### src/rtl/riscv_core_pkg.sv
// riscv_core_pkg: shared types and constants for the core front end.
// Holds the fetch FSM state encoding and the {pc,instr} entry carried from
// the IMEM response port through the fetch buffer to the IF/ID register.
package riscv_core_pkg;

  localparam int XLEN = 32;

  // addi x0,x0,0 -- presented on the instruction bus whenever nothing is valid
  localparam logic [XLEN-1:0] NOP_INSTR = 32'h0000_0013;

  typedef enum logic [1:0] {
    IDLE = 2'd0,  // one cycle after reset release
    REQ  = 2'd1,  // presenting a fetch request
    WAIT = 2'd2,  // granted, response outstanding
    DROP = 2'd3   // granted before a redirect, response must be discarded
  } fetch_state_e;

  typedef struct packed {
    logic [XLEN-1:0] pc;
    logic [XLEN-1:0] instr;
  } fetch_entry_t;

endpackage

### src/rtl/riscv_core_fetch_fifo.sv
// riscv_core_fetch_fifo: circular buffer of fetched {pc,instr} entries.
// Flush wins over push and pop in the same cycle; push and pop together are
// legal even when full (the popped slot is reused). The head entry is read
// straight out of the storage registers, so data is visible the cycle after push.
module riscv_core_fetch_fifo
  import riscv_core_pkg::*;
#(
  parameter int DEPTH = 2
) (
  input  logic                   clk_i,
  input  logic                   rst_i,
  input  logic                   flush_i,
  input  logic                   push_i,
  input  fetch_entry_t           push_data_i,
  input  logic                   pop_i,
  output fetch_entry_t           head_o,
  output logic                   empty_o,
  output logic [$clog2(DEPTH):0] count_o
);

  localparam int          AW   = $clog2(DEPTH);
  localparam logic [AW:0] FULL = (AW+1)'(DEPTH);

  fetch_entry_t  mem_q [DEPTH];
  logic [AW-1:0] wr_ptr_q, wr_ptr_d;
  logic [AW-1:0] rd_ptr_q, rd_ptr_d;
  logic [AW:0]   count_q,  count_d;
  logic          do_push, do_pop;

  assign empty_o = (count_q == '0);
  assign count_o = count_q;
  assign head_o  = mem_q[rd_ptr_q];

  assign do_pop  = pop_i && !empty_o && !flush_i;
  assign do_push = push_i && !flush_i && ((count_q != FULL) || do_pop);

  // Pointer / occupancy next-state; flush returns to the empty state.
  always_comb begin
    wr_ptr_d = wr_ptr_q;
    rd_ptr_d = rd_ptr_q;
    count_d  = count_q;
    if (flush_i) begin
      wr_ptr_d = '0;
      rd_ptr_d = '0;
      count_d  = '0;
    end else begin
      if (do_push) wr_ptr_d = wr_ptr_q + AW'(1);
      if (do_pop)  rd_ptr_d = rd_ptr_q + AW'(1);
      case ({do_push, do_pop})
        2'b10:   count_d = count_q + (AW+1)'(1);
        2'b01:   count_d = count_q - (AW+1)'(1);
        default: count_d = count_q;
      endcase
    end
  end

  // Pointer / occupancy registers.
  always_ff @(posedge clk_i or posedge rst_i) begin
    if (rst_i) begin
      wr_ptr_q <= '0;
      rd_ptr_q <= '0;
      count_q  <= '0;
    end else begin
      wr_ptr_q <= wr_ptr_d;
      rd_ptr_q <= rd_ptr_d;
      count_q  <= count_d;
    end
  end

  // Entry storage; contents are don't-care while unoccupied, so no reset.
  always_ff @(posedge clk_i) begin
    if (do_push) mem_q[wr_ptr_q] <= push_data_i;
  end

endmodule

### src/rtl/riscv_core_fetch_pc.sv
// riscv_core_fetch_pc: IF-stage PC register and instruction-fetch controller.
// Issues word fetches over a req/gnt/rvalid IMEM port with at most one granted
// request outstanding, buffers responses and hands {pc,instr} to IF/ID.
// A redirect flushes the buffer and retargets the PC; a response already in
// flight when the redirect lands is discarded via the DROP state.
// Optional: define RISCV_CORE_FETCH_PERF_EN to add the delivered/dropped
// word counters (o_fetch_cnt / o_drop_cnt) and the CNT_WIDTH parameter.
module riscv_core_fetch_pc #(
  parameter int              XLEN       = 32,
  parameter logic [XLEN-1:0] RESET_PC   = '0,
  parameter int              FIFO_DEPTH = 2
`ifdef RISCV_CORE_FETCH_PERF_EN
  ,
  parameter int              CNT_WIDTH  = 32
`endif
) (
  input  logic            i_clk,
  input  logic            i_rst,
  input  logic            i_redirect,
  input  logic [XLEN-1:0] i_redirect_pc,
  output logic            o_imem_req,
  output logic [XLEN-1:0] o_imem_addr,
  input  logic            i_imem_gnt,
  input  logic            i_imem_rvalid,
  input  logic [XLEN-1:0] i_imem_rdata,
  output logic            o_if_valid,
  output logic [XLEN-1:0] o_if_pc,
  output logic [XLEN-1:0] o_if_instr,
  input  logic            i_if_ready
`ifdef RISCV_CORE_FETCH_PERF_EN
  ,
  output logic [CNT_WIDTH-1:0] o_fetch_cnt,
  output logic [CNT_WIDTH-1:0] o_drop_cnt
`endif
);
  import riscv_core_pkg::*;

  localparam int          CW      = $clog2(FIFO_DEPTH) + 1;
  localparam logic [CW-1:0] DEPTH_C = CW'(FIFO_DEPTH);

  fetch_state_e    state_q, state_d;
  logic [XLEN-1:0] pc_q, pc_d;            // next address to fetch
  logic [XLEN-1:0] req_addr_q, req_addr_d; // address of the outstanding request
  logic [XLEN-1:0] last_pc_q;             // PC shown while the buffer is empty
  logic            imem_req;
  logic            fifo_push, fifo_pop, fifo_empty;
  logic [CW-1:0]   fifo_count;
  fetch_entry_t    push_entry, head;

  assign push_entry = '{pc: req_addr_q, instr: i_imem_rdata};

  // Fetch FSM next-state; redirect is applied last so it overrides everything.
  always_comb begin
    state_d    = state_q;
    pc_d       = pc_q;
    req_addr_d = req_addr_q;
    imem_req   = 1'b0;
    fifo_push  = 1'b0;
    case (state_q)
      IDLE: state_d = REQ;
      REQ: begin
        // one request in flight at most, so a free slot now is a free slot at push
        imem_req = (fifo_count < DEPTH_C);
        if (imem_req && i_imem_gnt) begin
          state_d    = WAIT;
          req_addr_d = pc_q;
          pc_d       = pc_q + XLEN'(4);
        end
      end
      WAIT: begin
        if (i_imem_rvalid) begin
          fifo_push = 1'b1;
          state_d   = REQ;
        end
      end
      DROP: begin
        if (i_imem_rvalid) state_d = REQ;
      end
      default: state_d = IDLE;
    endcase

    if (i_redirect) begin
      pc_d      = i_redirect_pc & ~XLEN'(3);
      fifo_push = 1'b0;
      case (state_q)
        WAIT:    state_d = i_imem_rvalid ? REQ : DROP;
        REQ:     state_d = (imem_req && i_imem_gnt) ? DROP : REQ;
        // a redirect in DROP still owes one stale response unless it arrives now
        DROP:    state_d = i_imem_rvalid ? REQ : DROP;
        default: state_d = REQ;
      endcase
    end
  end

  // FSM / PC registers.
  always_ff @(posedge i_clk or posedge i_rst) begin
    if (i_rst) begin
      state_q    <= IDLE;
      pc_q       <= RESET_PC;
      req_addr_q <= RESET_PC;
    end else begin
      state_q    <= state_d;
      pc_q       <= pc_d;
      req_addr_q <= req_addr_d;
    end
  end

  // Remember the last PC handed to IF/ID so o_if_pc is stable when empty.
  always_ff @(posedge i_clk or posedge i_rst) begin
    if (i_rst)                        last_pc_q <= RESET_PC;
    else if (fifo_pop && !i_redirect) last_pc_q <= head.pc;
  end

  assign fifo_pop = o_if_valid && i_if_ready;

  riscv_core_fetch_fifo #(
    .DEPTH (FIFO_DEPTH)
  ) u_fifo (
    .clk_i       (i_clk),
    .rst_i       (i_rst),
    .flush_i     (i_redirect),
    .push_i      (fifo_push),
    .push_data_i (push_entry),
    .pop_i       (fifo_pop),
    .head_o      (head),
    .empty_o     (fifo_empty),
    .count_o     (fifo_count)
  );

  assign o_imem_req  = imem_req;
  assign o_imem_addr = pc_q;
  assign o_if_valid  = !fifo_empty;
  assign o_if_pc     = fifo_empty ? last_pc_q : head.pc;
  assign o_if_instr  = fifo_empty ? NOP_INSTR : head.instr;

`ifdef RISCV_CORE_FETCH_PERF_EN
  logic [CNT_WIDTH-1:0] fetch_cnt_q, drop_cnt_q;
  logic                 drop_ev;

  // A response is thrown away in DROP, or when a redirect meets it in WAIT.
  assign drop_ev = i_imem_rvalid &&
                   ((state_q == DROP) || ((state_q == WAIT) && i_redirect));

  // Free-running perf counters; wrap silently.
  always_ff @(posedge i_clk or posedge i_rst) begin
    if (i_rst) begin
      fetch_cnt_q <= '0;
      drop_cnt_q  <= '0;
    end else begin
      if (fifo_pop && !i_redirect) fetch_cnt_q <= fetch_cnt_q + CNT_WIDTH'(1);
      if (drop_ev)                 drop_cnt_q  <= drop_cnt_q + CNT_WIDTH'(1);
    end
  end

  assign o_fetch_cnt = fetch_cnt_q;
  assign o_drop_cnt  = drop_cnt_q;
`endif

endmodule

### config.mk
export PLATFORM = sky130hd
export DESIGN_NAME = riscv_core_fetch_pc
export DESIGN_NICKNAME = d
export VERILOG_FILES = /design/src/rtl/riscv_core_pkg.sv /design/src/rtl/riscv_core_fetch_fifo.sv /design/src/rtl/riscv_core_fetch_pc.sv
export SDC_FILE = /design/constraint.sdc
export NUM_CORES = 1
export LEC_CHECK = 0
export ABC_CLOCK_PERIOD_IN_PS = 10400
export BUFFER_PORTS_ARGS = -buffer_cell sky130_fd_sc_hd__buf_2
export CAP_MARGIN = 25
export CELL_PAD_IN_SITES_DETAIL_PLACEMENT = 2
export CELL_PAD_IN_SITES_GLOBAL_PLACEMENT = 2
export CORE_MARGIN = 2
export CORE_UTILIZATION = 39
export DETAILED_ROUTE_END_ITERATION = 7
export HOLD_SLACK_MARGIN = 0.06
export MAX_ROUTING_LAYER = met4
export PLACE_DENSITY_LB_ADDON = 0.3
export SLEW_MARGIN = 40
export SYNTH_ARGS = -nofsm -noshare
export SYNTH_HDL_FRONTEND = slang
export SYNTH_SLANG_ARGS = --single-unit
### constraint.sdc
create_clock -name i_clk -period 10.4 [get_ports i_clk]
set_input_delay 0.52 -clock i_clk [delete_from_list [all_inputs] [get_ports i_clk]]
set_output_delay 0.52 -clock i_clk [all_outputs]
set_load 0.02 [all_outputs]
==> results.toml <==
[power]
p_seq_frac = 0.513
switchingPower_uw = 545
p_comb_frac = 0.104
pwr-share-clk = 0.382
power.total_uw = 2100
power.leakage_uw = 0.00439
power_density_nw_per_um2 = 193
ir_worst_vdd_mv = 0.105
internal_power_uw = 1560
p_sw_frac = 0.259

[grt]
grt-ovfl-total = 0
grt_pass1_vias = 6955
grt_util_all_layers = 0.211
antenna_found_initial = 0
grt_pass1_wl_mm = 39.3
grt_max_degree = 67

[clock_network]
clk_pin_slew_ns = 0.06
cts_buffers = 24
cts_htree_levels = 1
cts.hold.buffers_added = 0
clkLatencyLatePin_ns = 0.51
postCtsSetupRepairBufs = 0
cts.sinks = 220
clock_path_buffers = 3
cts-root-buf = "clkbuf_16"
cts_resized = 0
cts_tree = "yes"

[die]
die_h_um = 156
io_pins = 168
start_util = 0.398
die_x_um = 156
core_um2 = 22700
row_count = 55
dieArea_um2 = 24400

[layout]
fin_area_um2 = 10900
drive_gt1_frac = 0.235
finalNetCount = 980
flow.area_growth_from_synthesis_pct = 20.7
n_antenna_cell = 0
fin_util = 0.481

[timing]
rsz0062_at_grt = "false"
slew_headroom = 0.485
fin_crit_sh = 0.293
worst_pin_slew_ns = 0.772
hold_viol_final = 0
fmax_mhz = 328
fin_tns_setup_ns = 0
setup-violations-final = 0
fin_skew_ns = 0.0164
final_max_slew_viol_count = 0
period_needed_ns = 3.05

[drt]
postRouteAntennaNets = 0
drt-vias-per-instance = 5.32
route.detailed.drc = 0
wl_per_cell_um = 20.3
dr.pass1.iters = 4
vias = 6448
routed_wirelength_mm = 24.6
first_iter_violations = 316

[yosys]
netlist_instances = 758
ys_seq_area_frac = 0.677
synth_seq_cells = 220
synth_warnings = 0
yosysUniqueCellTypes = 44
syn_avg_cell_area_um2 = 11.9
syn_area_um2 = 9050

[worst_setup_path]
cp.arrival_ns = 2.53
r2r_end = "o_imem_addr[26]"
cp_cell_sequence = "nor2_2 -> buf_4 -> inv_4 -> nor2_1 -> a21oi_1 -> buf_2"
rrSetupSlack_ns = 7.58
r2r-start = "u_fifo.count_o[1]"
critPathLaunchType = "flop"
end_kind = "output pin"
critPathSlowestCell = "dfrtp_1"
crit_required_ns = 9.88
path_max_fanout = 66
reg2regPathDepth = 5
crit_type = "reg -> out"
slowest_delay_ns = 0.56
path_buf_inv = 3
critPathTopFamily = "buffers and inverters"

[job]
cap_violations = 0

[placed_design]
routabilityCongestion = 0.774
io_buffers = 161
post-dp-hpwl_mm = 16.0
place_area_um2 = 10200

[outcome]
status = "complete, no violations"

[hold_path]
hp-class = "in -> async"
## synthesized netlist by cell type
| cell type | number | area (um2) |
|---|---|---|
| and3_1 | 1 | 6.26 |
| nand2b_1 | 2 | 12.5 |
| clkinv_1 | 1 | 3.75 |
| and2_1 | 2 | 12.5 |
| or4_4 | 1 | 11.3 |
| mux2i_1 | 63 | 631 |
| a211oi_1 | 1 | 7.51 |
| o211ai_1 | 4 | 30.0 |
| nand4bb_1 | 1 | 11.3 |
| o31a_1 | 1 | 8.76 |
| edfxtp_1 | 124 | 3720 |
| a311oi_1 | 1 | 8.76 |
| and4_1 | 2 | 17.5 |
| o21ai_0 | 51 | 255 |
| a211o_1 | 2 | 17.5 |
| xnor2_1 | 8 | 70.1 |
| or3_1 | 2 | 12.5 |
| nor3b_1 | 2 | 15.0 |
| nor4_1 | 3 | 18.8 |
| xor2_1 | 4 | 35.0 |
| dfrtp_1 | 96 | 2400 |
| o311ai_0 | 1 | 8.76 |
| conb_1 | 1 | 3.75 |
| nor2_1 | 77 | 289 |
| nor3_1 | 4 | 20.0 |
| nand2_1 | 144 | 541 |
| ha_1 | 1 | 12.5 |
| nand4_1 | 7 | 43.8 |
| or2_2 | 1 | 6.26 |
| a21oi_1 | 33 | 165 |
| nor4bb_1 | 2 | 20.0 |
| buf_1 | 9 | 33.8 |
| o31ai_1 | 10 | 75.1 |
| a311o_1 | 1 | 10.0 |
| nor2b_1 | 2 | 12.5 |
| or4_1 | 18 | 135 |
| inv_1 | 9 | 33.8 |
| clkbuf_1 | 33 | 124 |
| buf_2 | 1 | 5.00 |
| nand4_2 | 1 | 12.5 |
| buf_4 | 4 | 30.0 |
| nand3_1 | 14 | 70.1 |
| buf_6 | 1 | 11.3 |
| a31oi_1 | 12 | 75.1 |
## how the worst max path moves through the flow
stage                 startpoint                   to  slack [ns]  cells after the start
5_1_grt        u_fifo.count_o[1]          o_if_pc[15]        7.16                      6
2_1_floorplan      i_imem_rvalid   u_fifo.mem_q[0][0]        5.83                      3
6_report       u_fifo.count_o[1]          o_if_pc[12]        7.35                      6
4_1_cts        u_fifo.count_o[1]          o_if_pc[12]        7.31                      6
3_3_place_gp          i_redirect  u_fifo.mem_q[0][10]        7.07                      5
3_5_place_dp          i_redirect  u_fifo.mem_q[0][10]        6.98                      5
## power groups by stage
stage | clock [uW] | sequential [uW] | combinational (uW)
detailed placement | 0 | 1100 | 221
floorplan | 0 | 1080 | 127
global route | 864 | 1090 | 248
global placement | 0 | 1090 | 208
finish | 805 | 1080 | 220
CTS | 829 | 1080 | 224
## routing by layer
metal  global-route usage  vias up  routed length (um)
met3               0.0332       25                1310
met4               0.0376        0                 265
met2                0.353      174               12100
met5                    -        -                   0
met1                0.278     3257               10900
li1                     -     2992                   -
## layout make-up
| type | count | area, um2 |
|---|---|---|
| clock buffers | 37 | 721 |
| flip-flops and latches | 220 | 6130 |
| well taps | 285 | 357 |
| repair buffers | 170 | 898 |
| multi-input cells | 483 | 2750 |
| clock inverters | 6 | 27.5 |
| inverters | 10 | 42.5 |
| fillers | 2309 | 11800 |
## stage by stage
| step | std cells | hold WS, ns | worst slack [ns] |
|---|---|---|---|
| final | 1211 | 0.105 | 7.35 |
| after detailed placement | 1168 | 0.468 | 6.98 |
| after floorplan | 761 | 0.442 | 5.83 |
| after global routing | 1211 | 0.135 | 7.16 |
| after CTS | 1211 | 0.115 | 7.31 |
| after global placement | 1166 | 0.450 | 7.07 |
## sequential cells by signal, summed over array words and instances, names as in the netlist
name             count
u_fifo.mem_q       124
last_pc_q           30
o_imem_addr         30
req_addr_q          30
state_q              2
u_fifo.count_o       2
u_fifo.rd_ptr_q      1
u_fifo.wr_ptr_q      1
## layout by cell type (no fill, tap or decap), drive strengths merged
cell type | synthesis | layout
nand4bb | 1 | 1
a211oi | 1 | 1
or3 | 2 | 2
o31a | 1 | 1
and2 | 2 | 2
ha | 1 | 1
o311ai | 1 | 1
xor2 | 4 | 4
inv | 9 | 9
a311o | 1 | 1
nand3 | 14 | 14
a21oi | 33 | 33
nor3 | 4 | 4
or2 | 1 | 1
o211ai | 4 | 4
nor4 | 3 | 3
edfxtp | 124 | 124
nor2 | 77 | 77
a211o | 2 | 2
nand2b | 2 | 2
conb | 1 | 4
and4 | 2 | 2
buf | 15 | 170
nand2 | 144 | 144
nor3b | 2 | 2
or4 | 19 | 19
a31oi | 12 | 12
dfrtp | 96 | 96
nand4 | 8 | 8
xnor2 | 8 | 8
o21ai | 51 | 51
clkbuf | 33 | 37
a311oi | 1 | 1
nor2b | 2 | 2
and3 | 1 | 1
nor4bb | 2 | 2
clkinv | 1 | 7
o31ai | 10 | 10
mux2i | 63 | 63
## logic make-up after synthesis
kind of cell | after synthesis | synth area share
buffers and inverters | 58 | 0.0267
muxes | 63 | 0.0697
adders and majority gates | 1 | 0.00138
xor gates and xnor gates | 12 | 0.0116
DFF | 220 | 0.677
and+or+nand+nor | 286 | 0.140
other | 1 | 0.000414
AOI/OAI and AO/OA | 117 | 0.0731
No activity file was read; power rests on OpenSTA's default activity.
